<file path="src/rtl/grf_pkg.sv">
// Shared constants and slice helper for the scoreboarded register file.
// Latency: n/a (package only).
// Backpressure: n/a.
package grf_pkg;

   localparam int DEFAULT_DATA_W = 32;
   localparam int DEFAULT_ADDR_W = 5;
   localparam int DEFAULT_CNT_W  = 2;
   localparam int DEFAULT_NUM_RD = 2;

   // Register index that is hard-wired to zero when ZERO_REG is enabled.
   localparam int ZERO_ADDR = 0;

   // Low bit of port 'port' inside a bus that packs ports of 'width' bits
   // side by side, port 0 in the least significant slice.
   function automatic int slice_lo(input int port, input int width);
      return port * width;
   endfunction

endpackage

</file>
<file path="src/rtl/grf_scoreboarded_if.sv">
// Bundle of read, write, issue, scoreboard and trace signals of the register file.
// Latency: n/a (wires only).
// Backpressure: none; every signal is sampled or driven each cycle.
interface grf_scoreboarded_if
   import grf_pkg::*;
#(
   parameter int DATA_W = DEFAULT_DATA_W,
   parameter int ADDR_W = DEFAULT_ADDR_W,
   parameter int NUM_RD = DEFAULT_NUM_RD
) ();

   logic [NUM_RD*ADDR_W-1:0] rd_addr;
   logic [NUM_RD*DATA_W-1:0] rd_data;
   logic [NUM_RD-1:0]        rd_busy;

   logic                     wr_en;
   logic [ADDR_W-1:0]        wr_addr;
   logic [DATA_W-1:0]        wr_data;

   logic                     issue_en;
   logic [ADDR_W-1:0]        issue_addr;

   logic [(1<<ADDR_W)-1:0]   busy_vec;
   logic                     sb_overflow;

   logic                     trace_valid;
   logic [ADDR_W-1:0]        trace_addr;
   logic [DATA_W-1:0]        trace_data;

   // Pipeline side: drives addresses, writes and reservations.
   modport master (
      output rd_addr, wr_en, wr_addr, wr_data, issue_en, issue_addr,
      input  rd_data, rd_busy, busy_vec, sb_overflow,
      input  trace_valid, trace_addr, trace_data
   );

   // Register file side.
   modport slave (
      input  rd_addr, wr_en, wr_addr, wr_data, issue_en, issue_addr,
      output rd_data, rd_busy, busy_vec, sb_overflow,
      output trace_valid, trace_addr, trace_data
   );

endinterface

</file>
<file path="src/rtl/grf_scoreboard.sv">
// Per-register pending-write counters: issue reserves, write releases.
// Latency: counts update at posedge; busy vectors are the registered counts.
// Backpressure: none; saturating counter sets a sticky overflow flag instead.
module grf_scoreboard
   import grf_pkg::*;
#(
   parameter int ADDR_W = DEFAULT_ADDR_W,
   parameter int CNT_W  = DEFAULT_CNT_W
) (
   input  logic                   clk,
   input  logic                   reset,
   input  logic                   issue,
   input  logic [ADDR_W-1:0]      issue_addr,
   input  logic                   write,
   input  logic [ADDR_W-1:0]      wr_addr,
   output logic [(1<<ADDR_W)-1:0] busy_vec,
   output logic [(1<<ADDR_W)-1:0] dec_busy_vec,
   output logic                   sb_overflow
);

   localparam int               DEPTH   = 1 << ADDR_W;
   localparam logic [CNT_W-1:0] CNT_MAX = '1;

   logic [CNT_W-1:0] cnt [DEPTH];
   logic [DEPTH-1:0] inc_vec;
   logic [DEPTH-1:0] dec_vec;
   logic             ovf_hit;

   // One-hot decode of the issue and write targets; a reservation on a saturated
   // counter overflows unless a write to the same register cancels it out.
   always_comb begin
      inc_vec             = '0;
      dec_vec             = '0;
      inc_vec[issue_addr] = issue;
      dec_vec[wr_addr]    = write;
      ovf_hit = issue && !(write && (wr_addr == issue_addr))
                && (cnt[issue_addr] == CNT_MAX);
   end

   // Counter update: +1 on issue (saturating), -1 on write (floored at 0),
   // unchanged when both hit the same register.
   always_ff @(posedge clk) begin
      if (reset) begin
         for (int r = 0; r < DEPTH; r++) begin
            cnt[r] <= '0;
         end
         sb_overflow <= 1'b0;
      end else begin
         for (int r = 0; r < DEPTH; r++) begin
            case ({inc_vec[r], dec_vec[r]})
               2'b10: if (cnt[r] != CNT_MAX) cnt[r] <= cnt[r] + 1'b1;
               2'b01: if (cnt[r] != '0)      cnt[r] <= cnt[r] - 1'b1;
               default: ;
            endcase
         end
         if (ovf_hit) begin
            sb_overflow <= 1'b1;
         end
      end
   end

   // Busy views: count nonzero, and count still nonzero after one release
   // (used when a read is bypassed from the write in flight).
   always_comb begin
      busy_vec     = '0;
      dec_busy_vec = '0;
      for (int r = 0; r < DEPTH; r++) begin
         busy_vec[r]     = (cnt[r] != '0);
         dec_busy_vec[r] = (cnt[r] > CNT_W'(1));
      end
   end

endmodule

</file>
<file path="src/rtl/grf_scoreboarded.sv">
// General register file: N combinational reads, one write, optional bypass, pending-write scoreboard.
// Latency: reads 0 cycles; stored value and counts update at posedge; trace 1 cycle after write.
// Backpressure: none; callers stall on rd_busy / busy_vec.
module grf_scoreboarded
   import grf_pkg::*;
#(
   parameter int DATA_W   = DEFAULT_DATA_W,
   parameter int ADDR_W   = DEFAULT_ADDR_W,
   parameter int NUM_RD   = DEFAULT_NUM_RD,
   parameter int ZERO_REG = 1,
   parameter int BYPASS   = 1,
   parameter int CNT_W    = DEFAULT_CNT_W
) (
   input logic               clk,
   input logic               reset,
   grf_scoreboarded_if.slave bus
);

   localparam int DEPTH = 1 << ADDR_W;

   logic [DATA_W-1:0]        mem [DEPTH];
   logic                     wr_eff;
   logic                     issue_eff;
   logic [DEPTH-1:0]         count_nz;
   logic [DEPTH-1:0]         dec_nz;
   logic                     overflow;
   logic [ADDR_W-1:0]        rd_sel [NUM_RD];
   logic [NUM_RD*DATA_W-1:0] rd_data_mux;
   logic [NUM_RD-1:0]        rd_busy_mux;
   logic                     trace_valid_q;
   logic [ADDR_W-1:0]        trace_addr_q;
   logic [DATA_W-1:0]        trace_data_q;

   // Writes and reservations aimed at the hard-wired zero register are discarded.
   always_comb begin
      wr_eff    = bus.wr_en
                  && !((ZERO_REG != 0) && (bus.wr_addr == ADDR_W'(ZERO_ADDR)));
      issue_eff = bus.issue_en
                  && !((ZERO_REG != 0) && (bus.issue_addr == ADDR_W'(ZERO_ADDR)));
   end

   grf_scoreboard #(
      .ADDR_W (ADDR_W),
      .CNT_W  (CNT_W)
   ) u_sb (
      .clk          (clk),
      .reset        (reset),
      .issue        (issue_eff),
      .issue_addr   (bus.issue_addr),
      .write        (wr_eff),
      .wr_addr      (bus.wr_addr),
      .busy_vec     (count_nz),
      .dec_busy_vec (dec_nz),
      .sb_overflow  (overflow)
   );

   // Storage array: cleared by reset, otherwise takes the effective write.
   always_ff @(posedge clk) begin
      if (reset) begin
         for (int r = 0; r < DEPTH; r++) begin
            mem[r] <= '0;
         end
      end else if (wr_eff) begin
         mem[bus.wr_addr] <= bus.wr_data;
      end
   end

   // Split the packed read-address bus into per-port selects.
   always_comb begin
      for (int i = 0; i < NUM_RD; i++) begin
         rd_sel[i] = bus.rd_addr[slice_lo(i, ADDR_W) +: ADDR_W];
      end
   end

   // Read muxes: zero register first, then same-cycle bypass, then stored value.
   always_comb begin
      rd_data_mux = '0;
      rd_busy_mux = '0;
      for (int i = 0; i < NUM_RD; i++) begin
         if ((ZERO_REG != 0) && (rd_sel[i] == ADDR_W'(ZERO_ADDR))) begin
            rd_data_mux[slice_lo(i, DATA_W) +: DATA_W] = '0;
            rd_busy_mux[i] = 1'b0;
         end else if ((BYPASS != 0) && wr_eff && (bus.wr_addr == rd_sel[i])) begin
            rd_data_mux[slice_lo(i, DATA_W) +: DATA_W] = bus.wr_data;
            rd_busy_mux[i] = dec_nz[rd_sel[i]];
         end else begin
            rd_data_mux[slice_lo(i, DATA_W) +: DATA_W] = mem[rd_sel[i]];
            rd_busy_mux[i] = count_nz[rd_sel[i]];
         end
      end
   end

   // Trace register: one pulse per committed write, holding address/data otherwise.
   always_ff @(posedge clk) begin
      if (reset) begin
         trace_valid_q <= 1'b0;
         trace_addr_q  <= '0;
         trace_data_q  <= '0;
      end else begin
         trace_valid_q <= wr_eff;
         if (wr_eff) begin
            trace_addr_q <= bus.wr_addr;
            trace_data_q <= bus.wr_data;
         end
      end
   end

   assign bus.rd_data     = rd_data_mux;
   assign bus.rd_busy     = rd_busy_mux;
   assign bus.busy_vec    = count_nz;
   assign bus.sb_overflow = overflow;
   assign bus.trace_valid = trace_valid_q;
   assign bus.trace_addr  = trace_addr_q;
   assign bus.trace_data  = trace_data_q;

endmodule

</file>
<file path="src/flat_wrapper.sv">
// flat-port wrapper written by rule: the top's interface ports become plain ports
module grf_scoreboarded_flat import grf_pkg::*;
#(
   parameter int DATA_W   = DEFAULT_DATA_W,
   parameter int ADDR_W   = DEFAULT_ADDR_W,
   parameter int NUM_RD   = DEFAULT_NUM_RD,
   parameter int ZERO_REG = 1,
   parameter int BYPASS   = 1,
   parameter int CNT_W    = DEFAULT_CNT_W
)
  (clk, reset, bus_rd_addr, bus_wr_en, bus_wr_addr, bus_wr_data, bus_issue_en, bus_issue_addr, bus_rd_data, bus_rd_busy, bus_busy_vec, bus_sb_overflow, bus_trace_valid, bus_trace_addr, bus_trace_data);
  grf_scoreboarded_if #(.DATA_W(DATA_W), .ADDR_W(ADDR_W), .NUM_RD(NUM_RD)) bus_i ();
  input logic clk;
  input logic reset;
  input wire logic [$bits(bus_i.rd_addr)-1:0] bus_rd_addr;
  input wire logic [$bits(bus_i.wr_en)-1:0] bus_wr_en;
  input wire logic [$bits(bus_i.wr_addr)-1:0] bus_wr_addr;
  input wire logic [$bits(bus_i.wr_data)-1:0] bus_wr_data;
  input wire logic [$bits(bus_i.issue_en)-1:0] bus_issue_en;
  input wire logic [$bits(bus_i.issue_addr)-1:0] bus_issue_addr;
  output wire logic [$bits(bus_i.rd_data)-1:0] bus_rd_data;
  output wire logic [$bits(bus_i.rd_busy)-1:0] bus_rd_busy;
  output wire logic [$bits(bus_i.busy_vec)-1:0] bus_busy_vec;
  output wire logic [$bits(bus_i.sb_overflow)-1:0] bus_sb_overflow;
  output wire logic [$bits(bus_i.trace_valid)-1:0] bus_trace_valid;
  output wire logic [$bits(bus_i.trace_addr)-1:0] bus_trace_addr;
  output wire logic [$bits(bus_i.trace_data)-1:0] bus_trace_data;
  assign bus_i.rd_addr = bus_rd_addr;
  assign bus_i.wr_en = bus_wr_en;
  assign bus_i.wr_addr = bus_wr_addr;
  assign bus_i.wr_data = bus_wr_data;
  assign bus_i.issue_en = bus_issue_en;
  assign bus_i.issue_addr = bus_issue_addr;
  assign bus_rd_data = bus_i.rd_data;
  assign bus_rd_busy = bus_i.rd_busy;
  assign bus_busy_vec = bus_i.busy_vec;
  assign bus_sb_overflow = bus_i.sb_overflow;
  assign bus_trace_valid = bus_i.trace_valid;
  assign bus_trace_addr = bus_i.trace_addr;
  assign bus_trace_data = bus_i.trace_data;
  grf_scoreboarded #(.DATA_W(DATA_W), .ADDR_W(ADDR_W), .NUM_RD(NUM_RD), .ZERO_REG(ZERO_REG), .BYPASS(BYPASS), .CNT_W(CNT_W)) u_core (.clk(clk), .reset(reset), .bus(bus_i));
endmodule
</file>
<file path="config.mk">
export PLATFORM = sky130hd
export DESIGN_NAME = grf_scoreboarded_flat
export DESIGN_NICKNAME = d
export VERILOG_FILES = /design/src/rtl/grf_pkg.sv /design/src/rtl/grf_scoreboarded_if.sv /design/src/rtl/grf_scoreboard.sv /design/src/rtl/grf_scoreboarded.sv /design/src/flat_wrapper.sv
export SDC_FILE = /design/constraint.sdc
export NUM_CORES = 2
export LEC_CHECK = 0
export CAP_MARGIN = 5
export CORE_MARGIN = 2
export CORE_UTILIZATION = 55
export DETAILED_ROUTE_END_ITERATION = 8
export DONT_BUFFER_PORTS = 1
export PLACE_DENSITY_LB_ADDON = 0.08
export SLEW_MARGIN = 20
export SYNTH_ARGS = -nofsm -noshare
export SYNTH_HDL_FRONTEND = slang
export SYNTH_SLANG_ARGS = --single-unit
export TNS_END_PERCENT = 30
</file>
<file path="constraint.sdc">
create_clock -name clk -period 4.9 [get_ports clk]
set_clock_uncertainty 0.2 [all_clocks]
set_input_delay 0.49 -clock clk [delete_from_list [all_inputs] [get_ports clk]]
set_output_delay 0.49 -clock clk [all_outputs]
set_load 0.05 [all_outputs]
</file>
Yosys cells after proc, flatten, opt, wreduce, memory -nomap -nowiden
Memory sizes are Yosys's and may differ from the RTL's.
Index checks and enable logic that the tools add are counted.
- add/subtract/negate cells: 64
- $lt $le $gt $ge: 38
- equal/unequal tests: 100
- bitwise gates (word level): 66
- muxes and demuxes: 348
- reductions and logical operators: 49
- operators with widths (operator ; number):
    $mux W1 ; 272
    $mux W32 ; 5
    $mux W2 ; 64
    $eq A2 B2 Y1 const B ; 33
    $add A2 B1 Y2 const B ; 32
    $and A32 B32 Y32 ; 2
    $eq A2 B1 Y1 const B ; 32
    $gt A2 B1 Y1 const B ; 32
    $ne A2 B2 Y1 const B ; 32
    $or A1 B1 Y1 ; 64
    $reduce_bool A2 Y1 ; 32
    $sub A2 B1 Y2 const B ; 32
    $reduce_or A32 Y1 ; 1
    $lt A5 B6 Y1 const B ; 4
    $bmux W1 S5 ; 4
    $logic_not A5 Y1 ; 4
    $eq A5 B5 Y1 ; 3
    $demux W1 S5 ; 2
    $ge A5 B1 Y1 const B ; 2
    $logic_and A1 B1 Y1 ; 9
    $mux W5 ; 1
    $logic_not A1 Y1 ; 3
- register bits after elaboration: 39
- memory bits (writable): 1088
- memories kept: 2
- memories (memory ; words ; width ; rd ports ; clocked after memory_dff ; write ports ; RTL line ; RTL):
    u_core.mem ; 32 ; 32 ; 2 ; 0 ; 32 ; grf_scoreboarded.sv:21 ; logic [DATA_W-1:0] mem [DEPTH];
    u_core.u_sb.cnt ; 32 ; 2 ; 33 ; 0 ; 32 ; grf_scoreboard.sv:24 ; logic [CNT_W-1:0] cnt [DEPTH];

Depth between registers and ports, before layout
- depth after elaboration: 11
- depth in mapped cells: 12
- depth with buffers taken out: 8

Hierarchy
From an unflattened synthesis, not the netlist that was laid out.
- cell total of the unflattened synthesis: 4740
- area, all modules: 63474.6 um^2
- modules (own cells, without submodules) (module ; cells an instance ; times used ; area each (um^2)):
    grf_scoreboarded ; 4047 ; 1 ; 57432.6
    grf_scoreboard ; 693 ; 1 ; 6042.0

Least setup slack after synthesis
Ideal clock, no wire load.
- kind: input-to-reg
- start point: input bus_wr_addr[1]
- end point: memory u_core.u_sb.cnt[14][0] (netlist name) (enable)
- stages on the path: 7
- arrival time: 4.092 ns
- path slack: 0.343 ns
- buffers on the path: 1
- data required time: 4.435 ns
- path through: buf_2 nor2b_1 nand2_1 o21ai_0 nor4_1 a21oi_1 nand2_1
- RTL lines (element ; RTL line ; RTL):
    from (decl) ; flat_wrapper.sv:17 ; input wire logic [$bits(bus_i.wr_addr)-1:0] bus_wr_addr;
    to (decl) ; grf_scoreboard.sv:24 ;

Worst setup path in the final report
- start point: input bus_rd_addr[0]
- end point: output bus_rd_data[22]
- longest elaborated chain between the ends: 4
- elaborated cells between the ends (all ways): 6
- those cells by class: eq/ne (1); mux (2); reduce/logical (2); memory (1)
- RTL lines (element ; RTL line ; RTL):
    from (decl) ; flat_wrapper.sv:15 ; input wire logic [$bits(bus_i.rd_addr)-1:0] bus_rd_addr;
    branches (longest 3 deep; another with $mem_v2 Z32 W32) ; n/a ;
    $mux W32 (*) ; grf_scoreboarded.sv:80 ; if ((ZERO_REG != 0) && (rd_sel[i] == ADDR_W'(ZERO_ADDR))) begin
    to (decl) ; flat_wrapper.sv:21 ; output wire logic [$bits(bus_i.rd_data)-1:0] bus_rd_data;
Every way passes the cells marked *.

==> results_dict.tcl <==
set metrics [dict create \
    status "finished clean" \
    start_util_pct 55.18 \
    critPathLaunchType "primary input" \
    slowest_stage "nand2_1" \
    power_uw 24100 \
    gp_congestion 0.9692 \
    clkLatencyLatePin_ps 750 \
    cp_cell_sequence "nand2_1 -> o221ai_1 -> o22ai_1 -> a31oi_1 -> a21oi_1 -> buf_4" \
    post_cts_resized 0 \
    initialDrtViolationCount 7387 \
    path_buf_inv 1 \
    via_count 45828 \
    grt_pass1_wl_um 343400 \
    clk_path_buf_depth 3 \
    numPortBuffers 0 \
    via_per_inst 7.146 \
    synthDistinctLibCells 78 \
    h-tree-depth 3 \
    syn_area_mm2 0.06386 \
    min_path_type "in2reg" \
    clock_sinks 1127 \
    die_area_mm2 0.1188 \
    areaGrowthSynthToFinish_pct 10.74 \
    postRouteAntennaNets 0 \
    antenna_found_initial 25 \
    drt-total-wl_um 249000 \
    tns_ps 0 \
    crit_family "compound AO/OA/AOI/OAI gates" \
    crit_type "in2out" \
    cts_tree "built" \
    ir_drop_uv 332.7 \
    relSlewSlack_pct 22.75 \
    yosysWarnings 0 \
    arrival_ps 3720 \
    dp_hpwl_um 145300 \
    synth_edf_count 1088 \
    grt_max_degree 311 \
    final-instance-count-excl-fill 6413 \
    grt_pass1_vias 43748 \
    wire_per_inst_um 38.83 \
    slowest_delay_ps 880 \
    cap_violations 0 \
    synth_ff_type "edfxtp_1" \
    placed_cells 6067 \
    nNetsFinal 4919 \
    clk_pin_slew_worst_paths_ps 70 \
    timing.final.crit_period_ps 4406 \
    syn_inst 4816 \
    async_flop_share_pct 0 \
    route.detailed.drc 0 \
    grt_setup_unrepaired "false" \
    p_leak_uw 0.02542 \
    place_area_mm2 0.06558 \
    io_pins 193 \
    die-height_um 344.7 \
    required_ps 4210 \
    worst_setup_path_end_kind "output pin" \
    post-route-period-util_pct 89.92 \
    synth_top_cell_area_share_pct 51.16 \
    setup_viol 0 \
    drt_first_pass_iters 8 \
    yosys.area.top_type "edfxtp_1" \
    fmax_ghz 0.2270 \
    cts_buffers 121 \
    fp-row-count 125 \
    worst_slew_pin_slew_ps 1156 \
    post-route-util_pct 61.10 \
    synth-seq-cells 1127 \
    yosysSeqAreaShare_pct 52.38 \
    synthTopCellsByArea "edfxtp_1 51%, mux4_2 16%, and2_1 8.6%" \
    drive_gt1_share_pct 20.10 \
    root_buffer "clkbuf_16" \
    hold_viol_final 0 \
    p_per_area_mw_per_mm2 340.9 \
    overflow 0 \
    fillers 8916 \
    slew_viol_final 0 \
    core_mm2 0.1157 \
    syn_area_per_cell_um2 13.26 \
    fp.dieW_um 344.7 \
    worstPathMaxFanout 310 \
    grt_usage_pct 41.89 \
    fin_area_mm2 0.07071 \
]
what timing repair did:
action | in CTS | in global routing
hold endpoints to repair | 1124 | 0
hold buffers | 102 | 0
setup endpoints to repair | 0 | 0
buffers inserted | 0 | 0
flip-flops by register name (all words and copies together), names as in the netlist:
| name | cells |
|---|---|
| u_core.mem | 1024 |
| u_core.bus.trace_valid | 1 |
| u_core.u_sb.cnt | 64 |
| u_core.bus.trace_data | 32 |
| u_core.bus.trace_addr | 5 |
| u_core.u_sb.sb_overflow | 1 |
logic make-up (layout without fill, tap and decap cells):
family          after synthesis  in the layout  share of synthesized area [%]
xor+xnor                     40             40                         0.5486
other cells                   1             53                       0.005872
buf+inv                     600            621                          4.205
flops                      1127           1127                          52.38
fa+ha+maj                    95             95                          1.861
mux                         727            727                          20.32
compound gates              554            554                          5.997
simple gates               1672           1672                          14.68
layout make-up:
cell class              count  area [um2]  share of cell area (%)
clock inverters            63       509.2                  0.7201
inverters                 120       455.4                  0.6441
diodes                     19       47.55                 0.06724
repair buffers            276        2711                   3.834
flip-flops and latches   1127       33450                   47.31
clock buffers             162        3254                   4.602
multi-input cells        3122       28380                   40.13
well taps                1524        1907                   2.697
path summary, 6_finish.rpt:
kind,start,end,slack [ps],cells past startpoint
max reg2reg,u_core.u_sb.cnt[15][0]$_SDFFCE_PN0P_,u_core.u_sb.sb_overflow$_SDFFE_PP0P_,2250,7
max,bus_rd_addr[0],bus_rd_data[22],490,6
min,reset,u_core.u_sb.cnt[0][1]$_SDFFCE_PN0P_,10,1
min reg2reg,u_core.u_sb.cnt[8][0]$_SDFFCE_PN0P_,u_core.u_sb.cnt[8][0]$_SDFFCE_PN0P_,450,1
Yosys cell counts (33+ instances only):
master    number
nand2_1      228
nor2b_1       46
nor3_1        33
edfxtp_1    1088
clkbuf_1     312
a221o_1       44
nor2_1       208
o21ai_0      118
mux2_2        56
and2_1       874
mux2i_1      221
inv_1        118
buf_2         89
mux4_2       450
ha_1          95
a221oi_1      47
a21oi_1      111
dfxtp_1       39
and3_1       148
a22oi_1       40
cells in the final DEF (no fill, tap or decap), types with 15 or more instances in the layout:
cell type | Yosys | final
nor2_1 | 208 | 186
dfxtp_1 | 39 | 39
a22oi_1 | 40 | 40
a21oi_1 | 111 | 110
diode_2 | 0 | 19
nand3b_1 | 24 | 24
a211oi_1 | 28 | 27
dlygate4sd3_1 | 0 | 70
nand2b_1 | 22 | 22
clkinv_1 | 0 | 27
nand2_1 | 228 | 218
nor4_1 | 27 | 27
nand3_1 | 30 | 30
o21ai_4 | 0 | 20
clkbuf_1 | 312 | 36
conb_1 | 1 | 34
mux2i_1 | 221 | 221
o22ai_1 | 26 | 26
a2111oi_0 | 15 | 15
and3_1 | 148 | 146
nor2b_1 | 46 | 41
and2_1 | 874 | 874
xnor2_1 | 32 | 32
a221o_1 | 44 | 44
a221oi_1 | 47 | 47
edfxtp_1 | 1088 | 1088
nor3_1 | 33 | 24
mux4_2 | 450 | 450
a31oi_1 | 26 | 22
ha_1 | 95 | 95
inv_1 | 118 | 116
clkbuf_16 | 0 | 123
buf_12 | 5 | 34
o21ai_0 | 118 | 94
clkinv_2 | 0 | 21
buf_4 | 26 | 167
mux2_2 | 56 | 56
power by group:
part           total (uW)  internal (uW)  leakage, uW  switching, uW
clock network        9000           5000      0.00183           3990
registers           11500          11100       0.0107            373
logic                3610           1360       0.0128           2260
worst register-to-register path, stage by stage (launching register included):
cell and delay, ps:
edfxtp_1 480, mux4_2 500, inv_1 170, o22ai_1 120
nor4_1 260, a311oi_1 70, a22o_1 210, dlygate4sd3_1 550
stage by stage:
stage          hold slack [ps]  worst slack (ps)
6_report                 13.78             493.8
5_1_grt                  47.85             729.4
4_1_cts                  3.223             774.6
3_5_place_dp             403.3             904.6
3_3_place_gp             399.4             946.4
2_1_floorplan            394.8             343.5
routing by layer:
layer	vias to the layer above	global-route usage (%)	part of all wire [%]
met4	8	25.92	7.5
met1	23210	53.60	34
li1	18078	-	-
met5	-	0	0.021
met3	837	13.79	14
met2	3695	62.11	44
Power figures use the tool's default switching activity.
